--- src/rtl/seg_pkg.sv ---
// Shared types and constants for the multiplexed 8-digit hex display scanner.
package seg_pkg;

  typedef enum logic {
    SHOW  = 1'b0,
    BLANK = 1'b1
  } state_t;

  localparam int unsigned NUM_DIGITS = 8;
  localparam logic [7:0]  AN_OFF     = 8'hFF;

  // Leading-zero test: digit idx and every digit above it carry a zero nibble and no dp.
  function automatic logic lz_hidden(input logic [2:0]  idx,
                                     input logic [31:0] data,
                                     input logic [7:0]  dp);
    logic zero;
    zero = 1'b1;
    for (int i = 1; i < NUM_DIGITS; i++) begin
      if (i >= int'(idx)) begin
        zero = zero & (data[4*i +: 4] == 4'h0) & ~dp[i];
      end
    end
    return (idx != 3'd0) && zero;
  endfunction

endpackage

--- src/rtl/seg_tick_gen.sv ---
// Slot timing: lit-time prescaler running in SHOW and blank-interval counter running in BLANK.
module seg_tick_gen
  import seg_pkg::*;
#(
  parameter int unsigned REFRESH_DIV  = 100000,
  parameter int unsigned BLANK_CYCLES = 16
) (
  input  logic   clk,
  input  logic   rst,
  input  state_t state,
  output logic   tick,
  output logic   blank_done
);

  localparam int unsigned CW = $clog2(REFRESH_DIV);
  localparam int unsigned BW = (BLANK_CYCLES > 1) ? $clog2(BLANK_CYCLES) : 1;

  logic [CW-1:0] cnt;
  logic [BW-1:0] bcnt;

  assign tick       = (state == SHOW)  && (cnt  == CW'(REFRESH_DIV - 1));
  assign blank_done = (state == BLANK) && (bcnt == BW'(BLANK_CYCLES - 1));

  always_ff @(posedge clk) begin
    if (rst) begin
      cnt  <= '0;
      bcnt <= '0;
    end else begin
      if (state == SHOW && !tick) cnt <= cnt + CW'(1);
      else                        cnt <= '0;
      if (state == BLANK && !blank_done) bcnt <= bcnt + BW'(1);
      else                               bcnt <= '0;
    end
  end

endmodule

--- src/rtl/seg_scan_ctrl.sv ---
// Eight-digit multiplexed display scanner with frame-atomic double buffering and
// optional leading-zero suppression.
//   state | meaning
//   SHOW  | anode idx driven low (unless suppressed) for REFRESH_DIV cycles
//   BLANK | all anodes off for BLANK_CYCLES cycles, then advance idx
module seg_scan_ctrl
  import seg_pkg::*;
#(
  parameter int unsigned REFRESH_DIV  = 100000,
  parameter int unsigned BLANK_CYCLES = 16
) (
  input  logic        clk,
  input  logic        rst,
  input  logic [31:0] data_in,
  input  logic [7:0]  dp_in,
  input  logic        load,
  input  logic        blank_lz,
  output logic [7:0]  an,
  output logic [3:0]  nibble,
  output logic        dp_n,
  output logic        frame_done
);

  state_t      state, state_next;
  logic [2:0]  idx, idx_next;
  logic        tick, blank_done, wrap;
  logic [31:0] shadow_data, active_data, active_data_next;
  logic [7:0]  shadow_dp, active_dp, active_dp_next;
  logic [7:0]  an_next;

  seg_tick_gen #(
    .REFRESH_DIV (REFRESH_DIV),
    .BLANK_CYCLES(BLANK_CYCLES)
  ) u_tick_gen (
    .clk       (clk),
    .rst       (rst),
    .state     (state),
    .tick      (tick),
    .blank_done(blank_done)
  );

  always_comb begin
    state_next       = state;
    idx_next         = idx;
    wrap             = 1'b0;
    active_data_next = active_data;
    active_dp_next   = active_dp;
    an_next          = AN_OFF;
    case (state)
      SHOW: begin
        if (tick) state_next = BLANK;
      end
      BLANK: begin
        if (blank_done) begin
          state_next = SHOW;
          idx_next   = idx + 3'd1;
          wrap       = (idx == 3'd7);
        end
      end
      default: state_next = BLANK;
    endcase
    // A load on the wrap edge itself must reach the new frame, so bypass the shadow.
    if (wrap) begin
      active_data_next = load ? data_in : shadow_data;
      active_dp_next   = load ? dp_in   : shadow_dp;
    end
    if (state_next == SHOW &&
        !(blank_lz && lz_hidden(idx_next, active_data_next, active_dp_next))) begin
      an_next[idx_next] = 1'b0;
    end
  end

  always_ff @(posedge clk) begin
    if (rst) begin
      state       <= BLANK;
      idx         <= 3'd7;
      shadow_data <= '0;
      shadow_dp   <= '0;
      active_data <= '0;
      active_dp   <= '0;
      an          <= AN_OFF;
      nibble      <= 4'h0;
      dp_n        <= 1'b1;
      frame_done  <= 1'b0;
    end else begin
      state       <= state_next;
      idx         <= idx_next;
      active_data <= active_data_next;
      active_dp   <= active_dp_next;
      an          <= an_next;
      frame_done  <= wrap;
      if (load) begin
        shadow_data <= data_in;
        shadow_dp   <= dp_in;
      end
      // nibble and dp_n hold through BLANK so the segment bus stays quiet.
      if (state_next == SHOW) begin
        nibble <= active_data_next[{idx_next, 2'b00} +: 4];
        dp_n   <= ~active_dp_next[idx_next];
      end
    end
  end

endmodule

--- config.mk ---
export PLATFORM = sky130hd
export DESIGN_NAME = seg_scan_ctrl
export DESIGN_NICKNAME = d
export VERILOG_FILES = /design/src/rtl/seg_pkg.sv /design/src/rtl/seg_tick_gen.sv /design/src/rtl/seg_scan_ctrl.sv
export SDC_FILE = /design/constraint.sdc
export NUM_CORES = 1
export LEC_CHECK = 0
export CAP_MARGIN = 20
export CORE_UTILIZATION = 49
export CTS_CLUSTER_DIAMETER = 50
export DETAILED_ROUTE_END_ITERATION = 10
export GPL_TIMING_DRIVEN = 0
export MAX_ROUTING_LAYER = met4
export PLACE_DENSITY_LB_ADDON = 0.08
export SLEW_MARGIN = 20
export SYNTH_ARGS = -nofsm -noshare
export SYNTH_HDL_FRONTEND = slang
export SYNTH_SLANG_ARGS = --single-unit
--- constraint.sdc ---
create_clock -name clk -period 2.59 [get_ports clk]
set_input_delay 0.3885 -clock clk [delete_from_list [all_inputs] [get_ports clk]]
set_output_delay 0.3885 -clock clk [all_outputs]
set_load 0.005 [all_outputs]
Word-level counts from Yosys, hierarchy flattened

Cells that the tools add are included.

Flip-flop bits (word level): 119
Input port bits: 44
Output and inout bits: 14
Word-level logic and storage cells: 97

$add $sub $neg: 3
Order comparisons: 8
Equal/unequal tests: 3
Shifts and indexed selects: 1
Muxes and demuxes: 21
Bitwise logic cells: 27
Reductions and logical operators: 22

Operators by type and width:

| operator                                                   | number |
|---|---|
| two-way mux 32 bit                                         | 2 |
| indexed part select 32 x 6 -> 4 bit                        | 1 |
| logical NOT 4 bit                                          | 7 |
| adder 17 x 1 -> 17 bit, second input constant              | 1 |
| == test 17 bit, second input constant                      | 1 |
| two-way mux 8 bit                                          | 2 |
| AND 1 bit                                                  | 13 |
| NOT 1 bit                                                  | 13 |
| two-way mux 1 bit                                          | 12 |
| >= comparator 3 bit, first input constant                  | 3 |
| logical AND 1 bit                                          | 8 |
| NOT 8 bit                                                  | 1 |
| >= comparator 2 x 3 -> 1 bit, first input constant         | 2 |
| two-way mux 3 bit                                          | 2 |
| OR reduction 2 bit                                         | 3 |
| adder 4 x 1 -> 4 bit, second input constant                | 1 |
| == test 4 bit, second input constant                       | 1 |
| less-than comparator 3 x 4 -> 1 bit, second input constant | 1 |
| adder 3 x 1 -> 3 bit, second input constant                | 1 |
| binary-select mux 1 bit (select 3 bit)                     | 1 |
| demux 1 bit (select 3 bit)                                 | 1 |
| == test 3 bit, second input constant                       | 1 |
| >= comparator 1 x 3 -> 1 bit, first input constant         | 1 |
| >= comparator 3 x 1 -> 1 bit, second input constant        | 1 |
| 3 further kinds                                            | 5 |

Logic depth before layout (Yosys ltp)

Gate-level depths: netlist of the first run.

Depth in word-level cells: 31
Mapped depth: 11
Gate-level depth less buffers: 9

Hierarchy

A second synthesis of the first run with hierarchy kept.

Cells, all modules: 554
Area total of the unflattened synthesis: 5007.3 µm²

By module, submodules not included:

| module        | times used | cells an instance | area an instance (µm²) | sequential area each (µm²) |
|---|---|---|---|---|
| seg_scan_ctrl | 1          | 453               | 4088.9                 | 1961.9 |
| seg_tick_gen  | 1          | 101               | 918.4                  | 420.4 |

Worst setup path before layout of the first run

OpenSTA, ideal clock, no wires.

Path type: register -> register
Start point: register idx[0]
End point: register nibble[3]
Setup time: 0.128 ns
Data arrival time: 2.096 ns
Required time: 2.462 ns
Path slack: 0.367 ns
Cell stages (with the launch flop): 9
Buffers on the path: 1
Clock period less this slack: 2.223 ns
Cells stage by stage: dfxtp_1 ha_1 mux2i_4 buf_6 mux4_1 a22oi_1 a21oi_1 a21oi_1 nor2_1

Longest elaborated chain between the ends: 5
Elaborated cells between the ends (all ways): 8
Those cells by class: add/sub: 1; eq/ne: 1; shift: 1; mux: 5

RTL lines:

| what                                                                         | RTL line            | source |
|---|---|---|
| start: declaration                                                           | seg_scan_ctrl.sv:25 | `logic [2:0] idx, idx_next;` |
| start signal: assignment                                                     | seg_scan_ctrl.sv:87 | `idx <= idx_next;` |
| parallel branches: the longest is 4 deep, another holds adder 3 x 1 -> 3 bit | n/a                 |  |
| indexed part select 32 x 6 -> 4 bit (*)                                      | seg_scan_ctrl.sv:98 | `nibble <= active_data_next[{idx_next, 2'b00} +: 4];` |
| end signal: assignment                                                       | seg_scan_ctrl.sv:98 |  |
| end: declaration                                                             | seg_scan_ctrl.sv:19 | `output logic [3:0] nibble,` |

Mark *: on every way between the ends.
A chain may end at the register's enable or synchronous reset.

Final worst setup path of the first run

Start point: register u_tick_gen.bcnt[0]
End point: register nibble[0]

Longest elaborated chain between the ends: 6
Elaborated cells between the ends (all ways): 10
Those cells by class: eq/ne: 1; shift: 1; mux: 7; reduce/logical: 1

RTL lines:

| what                                | RTL line            | source |
|---|---|---|
| start: declaration                  | seg_tick_gen.sv:19  | `logic [BW-1:0] bcnt;` |
| start signal: assignment            | seg_tick_gen.sv:31  | `if (state == BLANK && !blank_done) bcnt <= bcnt + BW'(1);` |
| == test 4 bit (*)                   | seg_tick_gen.sv:22  | `assign blank_done = (state == BLANK) && (bcnt == BW'(BLANK_CYCLES - 1));` |
| logical AND 1 bit (*)               | seg_tick_gen.sv:22  |  |
| two-way mux 1 bit                   | seg_scan_ctrl.sv:54 | `if (blank_done) begin` |
| two-way mux 1 bit                   | seg_scan_ctrl.sv:49 | `case (state)` |
| two-way mux 32 bit                  | seg_scan_ctrl.sv:63 | `if (wrap) begin` |
| indexed part select 32 x 6 -> 4 bit | seg_scan_ctrl.sv:98 |  |

Mark *: on every way between the ends. The rest lies on a longest branch, timed or not.

==> flow_metrics.py, run 1 <==
metrics = {
    "critical_path": {
        "startpoint_type": "flop",
        "rr_worst_depth": 8,
        "r2r-start": "u_tick_gen.bcnt[0]$_SDFF_PP0_",
        "path_class": "reg -> reg",
        "rrSetupSlack_ns": 0.12,
        "end_kind": "flop",
        "cp_max_fo": 4,
        "worstPathRequired_ns": 2.97,
        "worstPathArrival_ns": 2.86,
        "reg2reg_to": "nibble[0]$_SDFFE_PP0N_",
    },
    "drt": {
        "dr.pass1.iters": 5,
        "routedWlPerCell_um": 19.5,
        "drc_errors": 0,
        "routed_wl_um": 16100,
        "drt_iter0_markers": 380,
        "via_per_inst": 5.88,
        "vias": 4851,
        "postRouteAntennaNets": 0,
    },
    "synth": {
        "synthCells": 600,
        "syn_area_um2": 5520,
        "ys_seq_elements": 119,
        "yosys.area.top_type": "dfxtp_1",
        "synth_ff_type": "dfxtp_1",
        "yosysSeqAreaShare_pct": 43.2,
        "yosysWarnings": 0,
        "syn_nets": 648,
        "async_flop_share_pct": 0,
        "synth_edf_count": 0,
        "yosysMostFrequentCell": "dfxtp_1",
        "synthTopCellsByArea": "dfxtp_1 43%, nor2_1 5.6%, mux2_2 5.3%, mux2i_1 4.9%, nand2_1 4.2%",
        "synth_top_area_share_pct": 43.2,
        "ys_types": 55,
        "synth.avg_cell_area_um2": 9.19,
        "ys_top_cells_by_count": "119 x dfxtp_1, 83 x nor2_1, 62 x nand2_1",
    },
    "run_status": {
        "outcome": "finished clean",
    },
    "sta": {
        "setup_viol": 0,
        "fin_skew_ns": 0.00887,
        "post-route-period-util_pct": 95.5,
        "fmax_mhz": 404,
        "slew_violations": 0,
        "hold_viol": 0,
        "finalWorstSetupSlack_ns": 0.115,
        "tightest_slew_ns": 0.817,
        "slew-limit-headroom_pct": 45.5,
        "layout_min_cycle_time_ns": 2.47,
    },
    "placement": {
        "pre_cts_slack_ns": -0.191,
        "dpl.hpwl_um": 11400,
        "io_buffer_count": 56,
        "routabilityCongestion": 0.929,
    },
    "power": {
        "p_total_w": 0.00441,
        "p_leak_nw": 2.53,
        "irDropWorstVdd_mv": 0.597,
        "p_per_area_nw_per_um2": 643,
    },
    "clock_tree": {
        "cts_max_level": 4,
        "clockBufferDepth": 2,
        "clkLatencyLatePin_ns": 0.52,
        "cts_buffers": 17,
        "cts_tree": "yes",
        "clk_pin_slew_ns": 0.06,
        "clock-sinks": 119,
        "root_buffer": "clkbuf_8",
    },
    "finish": {
        "multiInputGateArea_um2": 2920,
        "nNetsFinal": 724,
        "regArea_um2": 2380,
        "n_antenna_cell": 0,
        "drive_above_1_share_pct": 14.2,
        "fillers": 947,
        "area_growth_pct": 24.4,
    },
    "die": {
        "dieWidth_um": 108,
        "num_rows": 38,
        "initial_utilization_pct": 50.7,
        "die_h_um": 108,
        "core_area_um2": 10900,
        "die-area_um2": 11700,
        "io_pins": 58,
    },
    "worst_hold_path": {
        "min_delay_path_depth": 3,
        "min_from": "load",
        "min_to": "shadow_data[25]$_SDFF_PP0_",
        "hold_class": "in -> reg",
    },
    "global_routing": {
        "grt_pass1_vias": 4583,
        "antenna_found_initial": 0,
        "track_usage_pct": 29.5,
        "grt_overflow": 0,
        "grt_max_degree": 17,
        "grt_pass1_wl_um": 24500,
    },
    "run": {
        "cap_viol_max_count": 0,
    },
}
cell families after synthesis:
family | synth area share [%]
AND/OR/NAND/NOR | 22.1
flip-flops | 43.2
AO/OA/AOI/OAI | 10.8
multiplexers | 15.6
buffers and inverters | 4.31
XOR/XNOR | 3.04
adder cells (fa/ha/maj) | 0.907
placed cells by master (no fill, tap or decap), types with 5 or more instances in the layout:
| cell | n |
|---|---|
| nor2_1 | 83 |
| mux2_2 | 26 |
| mux2i_1 | 27 |
| a21oi_1 | 40 |
| clkbuf_8 | 8 |
| a211oi_1 | 15 |
| inv_1 | 6 |
| a22oi_1 | 6 |
| buf_2 | 12 |
| xnor2_1 | 5 |
| nor4_1 | 9 |
| o21ai_0 | 10 |
| nor3_1 | 15 |
| mux4_2 | 6 |
| nor2b_1 | 22 |
| nand2b_1 | 6 |
| dfxtp_1 | 118 |
| nand3_1 | 25 |
| xor2_1 | 11 |
| nand2_1 | 62 |
| clkdlybuf4s50_1 | 56 |
| nand3b_1 | 6 |
| clkbuf_16 | 16 |
| or4_1 | 6 |
| clkbuf_1 | 13 |
registers in the layout, summed over array words and instances (netlist names), 4 cells and up:
signal	flops
an	8
active_dp	8
shadow_dp	8
u_tick_gen.cnt	17
active_data	32
nibble	4
shadow_data	32
u_tick_gen.bcnt	4
per-stage QoR:
stage / TNS (ns) / std cells / hold slack (ns) / area (µm²) / utilization, %
CTS: 0 / 825 / 0.314 / 6820 / 62.6
global route: -0.00118 / 825 / 0.363 / 6860 / 63.0
floorplan: 0 / 600 / 0.413 / 5520 / -
detailed placement: -1.07 / 796 / 0.432 / 6250 / 57.4
finish: 0 / 825 / 0.317 / 6860 / 63.0
global placement: -0.851 / 796 / 0.422 / 6250 / 57.4
cell type report:
cell class | count | share of cell area, %
multi-input cells | 437 | 42.6
plain buffers | 38 | 3.45
clock inverters | 3 | 0.584
clock buffers | 25 | 7.50
flip-flops and latches | 119 | 34.7
well taps | 140 | 2.55
repair buffers | 57 | 8.28
inverters | 6 | 0.328
per-layer routing:
metal | up-vias | GRT usage [%] | share of wire [%] | wire [µm]
met4 | 0 | 11.9 | 3.1 | 505
li1 | 2277 | - | - | -
met1 | 2344 | 35.6 | 42 | 6740
met2 | 196 | 46.7 | 48 | 7660
met3 | 34 | 7.90 | 7.5 | 1210
met5 | - | - | 0 | 0
worst max-delay path: stages, from the launching register on:
cell,delay [ns]
dfxtp_1,0.35
ha_2,0.25
nand4_4,0.14
mux2i_4,0.31
buf_4,0.22
mux4_1,0.59
a22o_1,0.25
o21ai_1,0.15
a21oi_1,0.08
report_power, final:
part           total [W]  switching [W]  leakage, nW  internal (W)
logic           0.000297       0.000152         1.29      0.000145
registers        0.00189      0.0000199        0.967       0.00187
clock network    0.00222       0.000796        0.278       0.00143
total            0.00441       0.000968         2.53       0.00344
what timing repair did:
action,CTS,global route
pin swaps,0,1
hold buffers,0,0
resized for setup,5,13
buffers inserted,1,0
setup endpoints to repair,16,22
worst max path at each step:
| stage | from | end | slack [ns] | cells past startpoint |
|---|---|---|---|---|
| 6_report | u_tick_gen.bcnt[0]$_SDFF_PP0_ | nibble[0]$_SDFFE_PP0N_ | 0.12 | 8 |
| 5_1_grt | u_tick_gen.bcnt[0]$_SDFF_PP0_ | nibble[3]$_SDFFE_PP0N_ | -0.001 | 9 |
| 4_1_cts | idx[0]$_SDFF_PP1_ | an[1]$_SDFF_PP1_ | 0.01 | 9 |
| 3_5_place_dp | idx[0]$_SDFF_PP1_ | an[1]$_SDFF_PP1_ | -0.19 | 9 |
| 3_3_place_gp | idx[0]$_SDFF_PP1_ | an[1]$_SDFF_PP1_ | -0.19 | 9 |
| 2_1_floorplan | idx[0]$_SDFF_PP1_ | nibble[3]$_SDFFE_PP0N_ | 0.37 | 8 |
No activity file was read; power rests on OpenSTA's default activity.
==> run 2, diff against run 1 <==
- RECOVER_POWER: not set -> 100
==> run 2 against run 1 <==
  * Power about the same
  * Largest cell class unchanged
  * Cell area about the same
  * Clock power about the same
  * Wire length up 0.38%
  * Via count down 0.31%
  * Critical path depth unchanged
  * Register-to-register slack worse by 0.07 ns
  * First-iteration DRC count up 1.1%
  * Global-route usage unchanged
==> flow_metrics.py, run 2 (same netlist as run 1, synthesis figures left out) <==
metrics = {
    "run_status": {
        "outcome": "finished clean",
    },
    "clock_tree": {
        "clockBufferDepth": 2,
        "clkLatencyLatePin_ns": 0.52,
        "root_buffer": "clkbuf_8",
        "cts_buffers": 17,
        "clk_pin_slew_ns": 0.06,
        "clock-sinks": 119,
        "cts_tree": "yes",
        "cts_max_level": 4,
        "postCtsHoldBufs": 0,
    },
    "die": {
        "num_rows": 38,
        "die_h_um": 108,
        "dieWidth_um": 108,
        "io_pins": 58,
        "core_area_um2": 10900,
        "die-area_um2": 11700,
        "initial_utilization_pct": 50.7,
    },
    "finish": {
        "fillers": 949,
        "reg.largest.list": "active_data x32, shadow_data x32, u_tick_gen.cnt x17",
        "final_cell_mix": "118 x dfxtp_1, 83 x nor2_1, 62 x nand2_1, 41 x clkdlybuf4s50_1, 40 x a21oi_1",
        "multiInputGateArea_um2": 2920,
        "area_growth_pct": 24.3,
        "nNetsFinal": 724,
        "drive_above_1_share_pct": 14.0,
        "utilization_pct": 63.0,
        "final_common_cell": "dfxtp_1",
        "n_antenna_cell": 0,
        "regArea_um2": 2380,
    },
    "drt": {
        "wl_met1_um": 6960,
        "postRouteAntennaNets": 0,
        "dr_wl_met3_um": 1050,
        "routed_wl_um": 16200,
        "via_per_inst": 5.86,
        "route.met2.wl_um": 7710,
        "dr.pass1.iters": 8,
        "routedWlPerCell_um": 19.6,
        "vias": 4836,
        "drt_iter0_markers": 384,
        "drc_errors": 0,
        "dr.max_layer_used": "met4",
    },
    "sta": {
        "finalWorstSetupSlack_ns": 0.0418,
        "post-route-period-util_pct": 98.4,
        "slew-limit-headroom_pct": 45.2,
        "rsz0062_at_grt": "no",
        "layout_min_cycle_time_ns": 2.55,
        "slew_violations": 0,
        "tns_ns": 0,
        "tightest_slew_ns": 0.822,
        "hold_viol": 0,
        "fmax_mhz": 392,
        "whs_ns": 0.323,
        "fin_skew_ns": 0.00847,
        "setup_viol": 0,
    },
    "global_routing": {
        "track_usage_pct": 29.5,
        "grt_overflow": 0,
        "grt_pass1_vias": 4583,
        "antenna_found_initial": 0,
        "grt_pass1_wl_um": 24500,
        "grt_max_degree": 17,
    },
    "critical_path": {
        "worstPathArrival_ns": 2.93,
        "crit_end": "nibble[0]$_SDFFE_PP0N_",
        "rrSetupSlack_ns": 0.04,
        "path_class": "reg -> reg",
        "end_kind": "flop",
        "reg2reg_to": "nibble[0]$_SDFFE_PP0N_",
        "rr_worst_depth": 8,
        "startpoint_type": "flop",
        "cp-startpoint": "u_tick_gen.bcnt[0]$_SDFF_PP0_",
        "worstPathRequired_ns": 2.98,
        "r2r-start": "u_tick_gen.bcnt[0]$_SDFF_PP0_",
        "cp_max_fo": 4,
    },
    "worst_hold_path": {
        "min_delay_path_depth": 3,
        "hold_class": "in -> reg",
    },
    "run": {
        "cap_viol_max_count": 0,
    },
    "power": {
        "p_leak_nw": 2.52,
        "p_total_w": 0.00441,
        "irDropWorstVdd_mv": 0.599,
        "p_per_area_nw_per_um2": 643,
    },
    "placement": {
        "routabilityCongestion": 0.929,
        "dpl.hpwl_um": 11400,
        "io_buffer_count": 56,
        "pre_cts_slack_ns": -0.191,
    },
}
-- run 2: cell count changes in the layout (fill, tap and decap cells not counted), sizes merged --
cell / delta
buf: -7
dlygate4sd3: +15
clkbuf: +7
clkdlybuf4s50: -15
-- run 2: repair_timing --
item                                    in CTS  in global routing
pin swaps                                    0                  1
endpoints found under the setup margin      16                 22
gates resized for setup                      5                 13
setup buffers                                1                  0
-- run 2: per-layer routing --
layer  GRT usage, %  vias up
met1           35.6     2346
met3           7.90       30
met4           11.9        0
met5              -        -
met2           46.7      185
li1               -     2275
-- run 2: where the power goes --
part / switching (W) / internal, W
Clock: 0.000792 / 0.00143
Sequential: 0.0000199 / 0.00187
Combinational: 0.000154 / 0.000145
-- run 2: per-stage QoR --
step / std cells / cell area, µm²
after detailed placement: 796 / 6250
after global routing: 825 / 6860
after CTS: 825 / 6820
after floorplan: 600 / 5520
final: 825 / 6860
after global placement: 796 / 6250
-- run 2: worst min-delay path by stage --
stage,start,endpoint
after floorplan,u_tick_gen.cnt[0]$_SDFF_PP0_,u_tick_gen.cnt[0]$_SDFF_PP0_
after global placement,u_tick_gen.cnt[0]$_SDFF_PP0_,u_tick_gen.cnt[0]$_SDFF_PP0_
after detailed placement,u_tick_gen.cnt[0]$_SDFF_PP0_,u_tick_gen.cnt[0]$_SDFF_PP0_
after CTS,load,shadow_data[25]$_SDFF_PP0_
after global routing,load,shadow_data[25]$_SDFF_PP0_
final,load,shadow_data[25]$_SDFF_PP0_
-- run 2: worst max-delay path, cell delays in order (launching register included) --
cell	delay [ns]
dfxtp_1	0.35
ha_2	0.25
nand4_4	0.14
mux2i_4	0.31
clkbuf_2	0.27
mux4_1	0.61
a22o_1	0.25
o21ai_1	0.15
a21oi_1	0.08
-- run 2: layout make-up --
class	count	share of cell area, %
timing repair buffer	57	8.25
buffer	38	3.43
sequential	119	34.8
clock buffer	25	7.50
clock inverter	3	0.584
inverter	6	0.328
tap	140	2.55
multi-input combinational	437	42.6
